[src/rtl/led_driver_rx_if.sv]
// ----------------------------------------------------------------------------
// led_driver_rx_if
// Serial LED-driver link as seen by one receiver (a chain of driver chips).
//
// Parameters:
//   W          frame length in bits (WIDTH*CHAIN of the receiver)
//   ERR_CNT_W  width of the saturating frame-error counter
//
// Signals (master = link driver / bench, slave = receiver):
//   shift, serial_data_in           serial bit strobe and data, MSB first
//   latch_led_vals, latch_brightness capture strobes for the two frame targets
//   clear_error                     clears the sticky error flag and counter
//   led_vals, brightness            last good frame of each kind
//   led_vals_valid, brightness_valid one-cycle update pulses
//   serial_data_out                 cascade output (MSB of shift register)
//   state                           0 IDLE, 1 SHIFTING, 2 FULL, 3 OVERRUN
//   frame_error, error_count        sticky length error and bad-latch count
// ----------------------------------------------------------------------------
interface led_driver_rx_if #(
    parameter int W         = 16,
    parameter int ERR_CNT_W = 8
);
    logic                 shift;
    logic                 serial_data_in;
    logic                 latch_led_vals;
    logic                 latch_brightness;
    logic                 clear_error;
    logic [W-1:0]         led_vals;
    logic [W-1:0]         brightness;
    logic                 led_vals_valid;
    logic                 brightness_valid;
    logic                 serial_data_out;
    logic [1:0]           state;
    logic                 frame_error;
    logic [ERR_CNT_W-1:0] error_count;

    modport master (
        output shift, serial_data_in, latch_led_vals, latch_brightness, clear_error,
        input  led_vals, brightness, led_vals_valid, brightness_valid,
               serial_data_out, state, frame_error, error_count
    );

    modport slave (
        input  shift, serial_data_in, latch_led_vals, latch_brightness, clear_error,
        output led_vals, brightness, led_vals_valid, brightness_valid,
               serial_data_out, state, frame_error, error_count
    );
endinterface

[src/rtl/led_driver_rx.sv]
// ----------------------------------------------------------------------------
// led_driver_rx
// Serial-in/parallel-out model of a (possibly cascaded) LED driver chip.
// Bits are shifted in MSB first on 'shift'; a latch strobe captures the whole
// frame into led_vals or brightness if exactly W bits were received since the
// previous latch, otherwise the frame is rejected and an error is recorded.
//
// Ports:
//   clk    system clock, rising edge
//   reset  asynchronous, active-high
//   bus    led_driver_rx_if.slave (see interface header for signal list)
// ----------------------------------------------------------------------------
module led_driver_rx #(
    parameter int WIDTH     = 16,
    parameter int CHAIN     = 1,
    parameter int ERR_CNT_W = 8
) (
    input  logic             clk,
    input  logic             reset,
    led_driver_rx_if.slave   bus
);

    localparam int W  = WIDTH * CHAIN;
    // Count runs 0..W+1, so it must hold W+1.
    localparam int CW = $clog2(W + 2);

    localparam logic [CW-1:0]        CNT_ZERO = {CW{1'b0}};
    localparam logic [CW-1:0]        CNT_ONE  = CW'(1);
    localparam logic [CW-1:0]        CNT_FULL = CW'(W);
    localparam logic [CW-1:0]        CNT_OVER = CW'(W + 1);
    localparam logic [ERR_CNT_W-1:0] ERR_ZERO = {ERR_CNT_W{1'b0}};
    localparam logic [ERR_CNT_W-1:0] ERR_ONE  = ERR_CNT_W'(1);
    localparam logic [ERR_CNT_W-1:0] ERR_MAX  = {ERR_CNT_W{1'b1}};

    typedef enum logic [1:0] {
        ST_IDLE     = 2'd0,
        ST_SHIFTING = 2'd1,
        ST_FULL     = 2'd2,
        ST_OVERRUN  = 2'd3
    } state_t;

    logic [W-1:0]         sr_r,          sr_s;
    logic [CW-1:0]        cnt_r,         cnt_s;
    logic [CW-1:0]        cnt_eff_s;
    state_t               state_r,       state_s;
    logic [W-1:0]         led_vals_r,    led_vals_s;
    logic [W-1:0]         brightness_r,  brightness_s;
    logic                 led_valid_r,   led_valid_s;
    logic                 bri_valid_r,   bri_valid_s;
    logic                 frame_error_r, frame_error_s;
    logic [ERR_CNT_W-1:0] err_cnt_r,     err_cnt_s;
    logic                 any_latch_s;
    logic                 good_latch_s;
    logic                 bad_latch_s;

    // Next-state logic: latches are judged on the post-shift data and count.
    always_comb begin
        sr_s          = sr_r;
        cnt_eff_s     = cnt_r;
        cnt_s         = cnt_r;
        state_s       = state_r;
        led_vals_s    = led_vals_r;
        brightness_s  = brightness_r;
        led_valid_s   = 1'b0;
        bri_valid_s   = 1'b0;
        frame_error_s = frame_error_r;
        err_cnt_s     = err_cnt_r;

        if (bus.shift) begin
            sr_s = {sr_r[W-2:0], bus.serial_data_in};
        end else begin
            sr_s = sr_r;
        end

        // Count saturates one past full so overrun stays visible.
        if (bus.shift && (cnt_r != CNT_OVER)) begin
            cnt_eff_s = cnt_r + CNT_ONE;
        end else begin
            cnt_eff_s = cnt_r;
        end

        any_latch_s  = bus.latch_led_vals | bus.latch_brightness;
        good_latch_s = any_latch_s && (cnt_eff_s == CNT_FULL);
        bad_latch_s  = any_latch_s && (cnt_eff_s != CNT_FULL);

        // Any latch restarts framing; the shift register is kept for cascade.
        if (any_latch_s) begin
            cnt_s = CNT_ZERO;
        end else begin
            cnt_s = cnt_eff_s;
        end

        if (good_latch_s && bus.latch_led_vals) begin
            led_vals_s  = sr_s;
            led_valid_s = 1'b1;
        end else begin
            led_vals_s  = led_vals_r;
            led_valid_s = 1'b0;
        end

        if (good_latch_s && bus.latch_brightness) begin
            brightness_s = sr_s;
            bri_valid_s  = 1'b1;
        end else begin
            brightness_s = brightness_r;
            bri_valid_s  = 1'b0;
        end

        // A bad latch beats a simultaneous clear: the clear happens first.
        if (bad_latch_s) begin
            frame_error_s = 1'b1;
            if (bus.clear_error) begin
                err_cnt_s = ERR_ONE;
            end else if (err_cnt_r != ERR_MAX) begin
                err_cnt_s = err_cnt_r + ERR_ONE;
            end else begin
                err_cnt_s = err_cnt_r;
            end
        end else if (bus.clear_error) begin
            frame_error_s = 1'b0;
            err_cnt_s     = ERR_ZERO;
        end else begin
            frame_error_s = frame_error_r;
            err_cnt_s     = err_cnt_r;
        end

        // State is a pure function of the next bit count.
        case (cnt_s)
            CNT_ZERO: state_s = ST_IDLE;
            CNT_FULL: state_s = ST_FULL;
            CNT_OVER: state_s = ST_OVERRUN;
            default:  state_s = ST_SHIFTING;
        endcase
    end

    // State and datapath registers.
    always_ff @(posedge clk or posedge reset) begin
        if (reset) begin
            sr_r          <= {W{1'b0}};
            cnt_r         <= CNT_ZERO;
            state_r       <= ST_IDLE;
            led_vals_r    <= {W{1'b0}};
            brightness_r  <= {W{1'b0}};
            led_valid_r   <= 1'b0;
            bri_valid_r   <= 1'b0;
            frame_error_r <= 1'b0;
            err_cnt_r     <= ERR_ZERO;
        end else begin
            sr_r          <= sr_s;
            cnt_r         <= cnt_s;
            state_r       <= state_s;
            led_vals_r    <= led_vals_s;
            brightness_r  <= brightness_s;
            led_valid_r   <= led_valid_s;
            bri_valid_r   <= bri_valid_s;
            frame_error_r <= frame_error_s;
            err_cnt_r     <= err_cnt_s;
        end
    end

    assign bus.led_vals         = led_vals_r;
    assign bus.brightness       = brightness_r;
    assign bus.led_vals_valid   = led_valid_r;
    assign bus.brightness_valid = bri_valid_r;
    // Straight from the register so the next chip sees the previous frame.
    assign bus.serial_data_out  = sr_r[W-1];
    assign bus.state            = state_r;
    assign bus.frame_error      = frame_error_r;
    assign bus.error_count      = err_cnt_r;

endmodule
[src/flat_wrapper.sv]
// flat-port wrapper written by rule: the top's interface ports become plain ports
module led_driver_rx_flat 
#(
    parameter int WIDTH     = 16,
    parameter int CHAIN     = 1,
    parameter int ERR_CNT_W = 8
)
  (clk, reset, bus_shift, bus_serial_data_in, bus_latch_led_vals, bus_latch_brightness, bus_clear_error, bus_led_vals, bus_brightness, bus_led_vals_valid, bus_brightness_valid, bus_serial_data_out, bus_state, bus_frame_error, bus_error_count);
  led_driver_rx_if #(.ERR_CNT_W(ERR_CNT_W)) bus_i ();
  input  logic clk;
  input  logic reset;
  input wire logic [$bits(bus_i.shift)-1:0] bus_shift;
  input wire logic [$bits(bus_i.serial_data_in)-1:0] bus_serial_data_in;
  input wire logic [$bits(bus_i.latch_led_vals)-1:0] bus_latch_led_vals;
  input wire logic [$bits(bus_i.latch_brightness)-1:0] bus_latch_brightness;
  input wire logic [$bits(bus_i.clear_error)-1:0] bus_clear_error;
  output wire logic [$bits(bus_i.led_vals)-1:0] bus_led_vals;
  output wire logic [$bits(bus_i.brightness)-1:0] bus_brightness;
  output wire logic [$bits(bus_i.led_vals_valid)-1:0] bus_led_vals_valid;
  output wire logic [$bits(bus_i.brightness_valid)-1:0] bus_brightness_valid;
  output wire logic [$bits(bus_i.serial_data_out)-1:0] bus_serial_data_out;
  output wire logic [$bits(bus_i.state)-1:0] bus_state;
  output wire logic [$bits(bus_i.frame_error)-1:0] bus_frame_error;
  output wire logic [$bits(bus_i.error_count)-1:0] bus_error_count;
  assign bus_i.shift = bus_shift;
  assign bus_i.serial_data_in = bus_serial_data_in;
  assign bus_i.latch_led_vals = bus_latch_led_vals;
  assign bus_i.latch_brightness = bus_latch_brightness;
  assign bus_i.clear_error = bus_clear_error;
  assign bus_led_vals = bus_i.led_vals;
  assign bus_brightness = bus_i.brightness;
  assign bus_led_vals_valid = bus_i.led_vals_valid;
  assign bus_brightness_valid = bus_i.brightness_valid;
  assign bus_serial_data_out = bus_i.serial_data_out;
  assign bus_state = bus_i.state;
  assign bus_frame_error = bus_i.frame_error;
  assign bus_error_count = bus_i.error_count;
  led_driver_rx #(.WIDTH(WIDTH), .CHAIN(CHAIN), .ERR_CNT_W(ERR_CNT_W)) u_core (.clk(clk), .reset(reset), .bus(bus_i));
endmodule
[config.mk]
export PLATFORM = sky130hd
export DESIGN_NAME = led_driver_rx_flat
export DESIGN_NICKNAME = d
export VERILOG_FILES = /design/src/rtl/led_driver_rx_if.sv /design/src/rtl/led_driver_rx.sv /design/src/flat_wrapper.sv
export SDC_FILE = /design/constraint.sdc
export NUM_CORES = 1
export LEC_CHECK = 0
export CORE_MARGIN = 4
export CORE_UTILIZATION = 52
export DETAILED_ROUTE_END_ITERATION = 12
export PLACE_DENSITY_LB_ADDON = 0.25
export SLEW_MARGIN = 40
export SYNTH_ARGS = -nofsm -noshare
export SYNTH_HDL_FRONTEND = slang
export SYNTH_SLANG_ARGS = --single-unit
[constraint.sdc]
create_clock -name clk -period 3.1 [get_ports clk]
set_input_delay 0.31 -clock clk [delete_from_list [all_inputs] [get_ports clk]]
set_output_delay 0.31 -clock clk [all_outputs]
set_load 0.01 [all_outputs]
==> reports/qor.txt <==
========================================================================================================
CP Data Required Time                                                                            3320 ps
Power share of the combinational group                                                             10.6%
Relative contribution of the clock network to total power                                          42.4%
Boundary pin count                                                                                    53
Number of sinks on the clock net                                                                      66
Total routing usage reported by global routing                                                     18.5%
Dominant register cell in the synthesized netlist                                           sky130_fd_sc_hd__dfrtp_1
Chip height                                                                                      82.2 um
Pwr/cell area                                                                                 569 nW/um2
Hold buffers post-CTS                                                                                  0
Count of state elements after synthesis                                                               66
Layout cell share with drive strength beyond 1                                                     28.5%
Setup CP Type                                                                               flip-flop to flip-flop
Number of DRC violations after detailed-routing iteration 0                                           88
Ordered cell list for the critical path                                                     inv_1 > ha_1 > nand4bb_4 > a211oi_2 > a41oi_1 > nor3b_4 > buf_4 > nand2_4 > mux2_4
Effective utilization at floorplan                                                                 55.0%
Syn-to-layout area delta                                                                           29.5%
Worst VDD drop                                                                                0.000460 V
CP max stage cell                                                                           sky130_fd_sc_hd__dfrtp_1
Pin count of the biggest net entering global routing                                                  67
H-tree Lvls                                                                                            3
Setup-failing EPs final                                                                                0
Setup slack of the worst register-to-register path                                                710 ps
Leak Pwr                                                                                         1.75 nW
Detailed Route WL                                                                                5.39 mm
Asr flop ratio synth                                                                                100%
Setup total negative slack                                                                          0 ps
Die Footprint                                                                                   6760 um2
Maximum clock skew at final layout                                                               5.23 ps
Core region area                                                                                5200 um2
Source-to-sink clock delay at the later pin of the worst-skew pair                                330 ps
Flop pwr share                                                                                     47.1%
Fillers                                                                                              358
Cts bufs inserted                                                                                      9
Number of unique standard cell types used by synthesis                                                42
Final HPWL from detailed placement                                                               3.61 mm
Total of cells resized after clock tree synthesis                                                      0
Synth warn                                                                                             0
Final count of hold timing violations                                                                  0
Final routed DRC violation total                                                                       0
Maximum fanout along the worst path                                                                   17
Count of flip-flops with a built-in enable after synthesis                                             0
Root Buffer Master                                                                          sky130_fd_sc_hd__clkbuf_8
Post-CTS setup buffers                                                                                 0
Number of nets in the finished design                                                                275
Core Rows                                                                                             26
Cells after Synth                                                                                    205
Min-delay worst type                                                                        input port to async pin
Type of destination of the critical path                                                       flip-flop
Mean number of vias per cell                                                                        5.25
Antenna violations before repair                                                                       0
Maximum Capacitance Violations                                                                         0
Mean area per synthesized cell                                                                  14.0 um2
Slew at the pin closest to its max-slew limit                                                     575 ps
Post-CTS clock slew at the launch and capture registers of the worst setup and hold paths          70 ps
CTS tree                                                                                           built
Mapped Nets                                                                                          215
Last weighted congestion value of the routability-driven placer                                    0.799
Outcome                                                                                     complete, no violations
DR vias                                                                                             1786
Maximum clock frequency                                                                          418 MHz
Sequential element share of the synthesized area                                                   57.7%
Number of port buffers                                                                                52
Hold WS                                                                                           434 ps
Worst max-slew margin expressed relative to the limit                                              61.7%
Number of global-route vias before repair                                                           1911
Die Width                                                                                        82.2 um
Total iterations of the first detailed-routing run                                                     5
Internal cell power                                                                              1.64 mW
Min Clock Period, post-route                                                                     2390 ps
Global-route wire length before repair                                                           9.20 mm
Maximum clock path buffer count                                                                        2
Overflow left after global routing                                                                     0
Avg WL per Cell                                                                                  15.9 um
Proportion of total power due to net switching                                                     22.4%
Max Transition Viols Final                                                                             0
Post-route ant nets                                                                                    0
Cell area after technology mapping                                                              2860 um2
Fraction of the cycle the final worst path needs                                                   77.1%
Startpoint Class                                                                               flip-flop
WP data arrival                                                                                  2610 ps
Setup repair after global routing missed its margin                                                   no
Critical path's largest stage delay                                                               440 ps
Count of antenna diodes in the layout                                                                  0
Reported net switching power                                                                    0.473 mW
========================================================================================================
[placed cells by master, fill, tap and decap left out, types with 2 or more instances in the layout]
cell                               n
sky130_fd_sc_hd__dfrtp_1          66
sky130_fd_sc_hd__clkdlybuf4s50_1  52
sky130_fd_sc_hd__mux2_2           31
sky130_fd_sc_hd__mux2_4           18
sky130_fd_sc_hd__nor2_1           13
sky130_fd_sc_hd__clkbuf_8         11
sky130_fd_sc_hd__nand2_1           8
sky130_fd_sc_hd__inv_1             8
sky130_fd_sc_hd__a21oi_1           6
sky130_fd_sc_hd__o21ai_0           3
sky130_fd_sc_hd__o31ai_1           3
sky130_fd_sc_hd__ha_1              3
sky130_fd_sc_hd__bufinv_16         3
sky130_fd_sc_hd__buf_4             3
sky130_fd_sc_hd__o22ai_1           2
sky130_fd_sc_hd__nand4_1           2
sky130_fd_sc_hd__nand2_4           2
sky130_fd_sc_hd__a311oi_1          2
sky130_fd_sc_hd__xor2_1            2
sky130_fd_sc_hd__nand3_1           2
sky130_fd_sc_hd__and3_1            2
sky130_fd_sc_hd__or4_1             2
sky130_fd_sc_hd__nor2b_1           2
sky130_fd_sc_hd__nor3b_1           2
[metrics by stage]
step / setup WS (ps) / area (um2) / power (mW) / std cells / util [%]
final: 710 / 3710 / 2.11 / 340 / 71.2
after global routing: 565 / 3710 / 2.20 / 340 / 71.2
after CTS: 710 / 3700 / 2.13 / 340 / 71.2
after detailed placement: 594 / 3450 / 1.23 / 324 / 66.3
after global placement: 640 / 3450 / 1.23 / 324 / 66.3
after floorplan: 906 / 2860 / 1.15 / 205 / -
[worst max-delay path, delay by kind of cell (launching register included)]
family / cells / cell delay, ps
AND/OR/NAND/NOR: 3 / 570
buffers and inverters: 2 / 310
AO/OA/AOI/OAI: 2 / 330
adder cells (fa/ha/maj): 1 / 240
flip-flops: 1 / 440
multiplexers: 1 / 370
[final timing paths]
check | start | endpoint | depth (start not counted)
worst max-delay path | u_core.cnt_r[1] | u_core.bus.brightness[4] | 9
worst min-delay path | reset | u_core.sr_r[15] | 3
worst max register to register | u_core.cnt_r[1] | u_core.bus.brightness[4] | 9
worst min register to register | u_core.bus.brightness[14] | u_core.bus.brightness[14] | 1
max in group asynchronous | reset | u_core.bus.led_vals[7] | 3
min in group clk | u_core.bus.brightness[14] | u_core.bus.brightness[14] | 1
[sequential cells by signal, summed over array words and instances, names as in the netlist]
register / count
u_core.sr_r: 16
u_core.bus.led_vals_valid: 1
u_core.cnt_r: 5
u_core.bus.led_vals: 16
u_core.bus.brightness_valid: 1
u_core.bus.state: 2
u_core.bus.brightness: 16
u_core.bus.frame_error: 1
u_core.bus.error_count: 8
[synthesized netlist by cell type (all sizes together) (3+ instances only)]
cell type	number	area (um2)
a21oi	6	30.0
buf	5	42.5
dfrtp	66	1650
ha	3	37.5
inv	9	33.8
mux2	50	631
nand2	10	52.6
nor2	13	48.8
nor3b	3	33.8
o21ai	3	15.0
o31ai	3	22.5
[layout make-up]
class / count / area [um2] / area share, %
Inverter: 9 / 33.8 / 0.911
Tap cell: 70 / 87.6 / 2.36
Sequential cell: 66 / 1650 / 44.5
Clock inverter: 4 / 97.6 / 2.63
Clock buffer: 12 / 155 / 4.18
Multi-Input combinational cell: 123 / 1130 / 30.4
Timing Repair Buffer: 56 / 554 / 15.0
[power groups by stage]
| stage | sequential (mW) | combinational, mW | clock (mW) |
|---|---|---|---|
| after floorplan | 1.00 | 0.150 | 0 |
| after global placement | 1.00 | 0.221 | 0 |
| after detailed placement | 1.01 | 0.226 | 0 |
| after CTS | 0.995 | 0.227 | 0.912 |
| after global routing | 1.00 | 0.246 | 0.955 |
| final | 0.994 | 0.223 | 0.894 |
[cell families (layout without fill, tap and decap cells)]
logic type	Yosys count	in the layout	share of synthesized area [%]
flops	66	66	57.7
xor+xnor	3	3	0.918
buf+inv	16	81	2.93
simple gates	45	45	9.83
fa+ha+maj	3	3	1.31
compound gates	22	22	5.29
mux	50	50	22.0
[per-layer routing]
metal | up-vias | GRT usage (%) | share of wire, %
met5 | - | 0 | 0
li1 | 850 | - | -
met3 | 7 | 4.01 | 4.3
met2 | 49 | 29.7 | 50
met1 | 880 | 23.3 | 44
met4 | 0 | 9.63 | 1.3
Power figures use the tool's default switching activity.
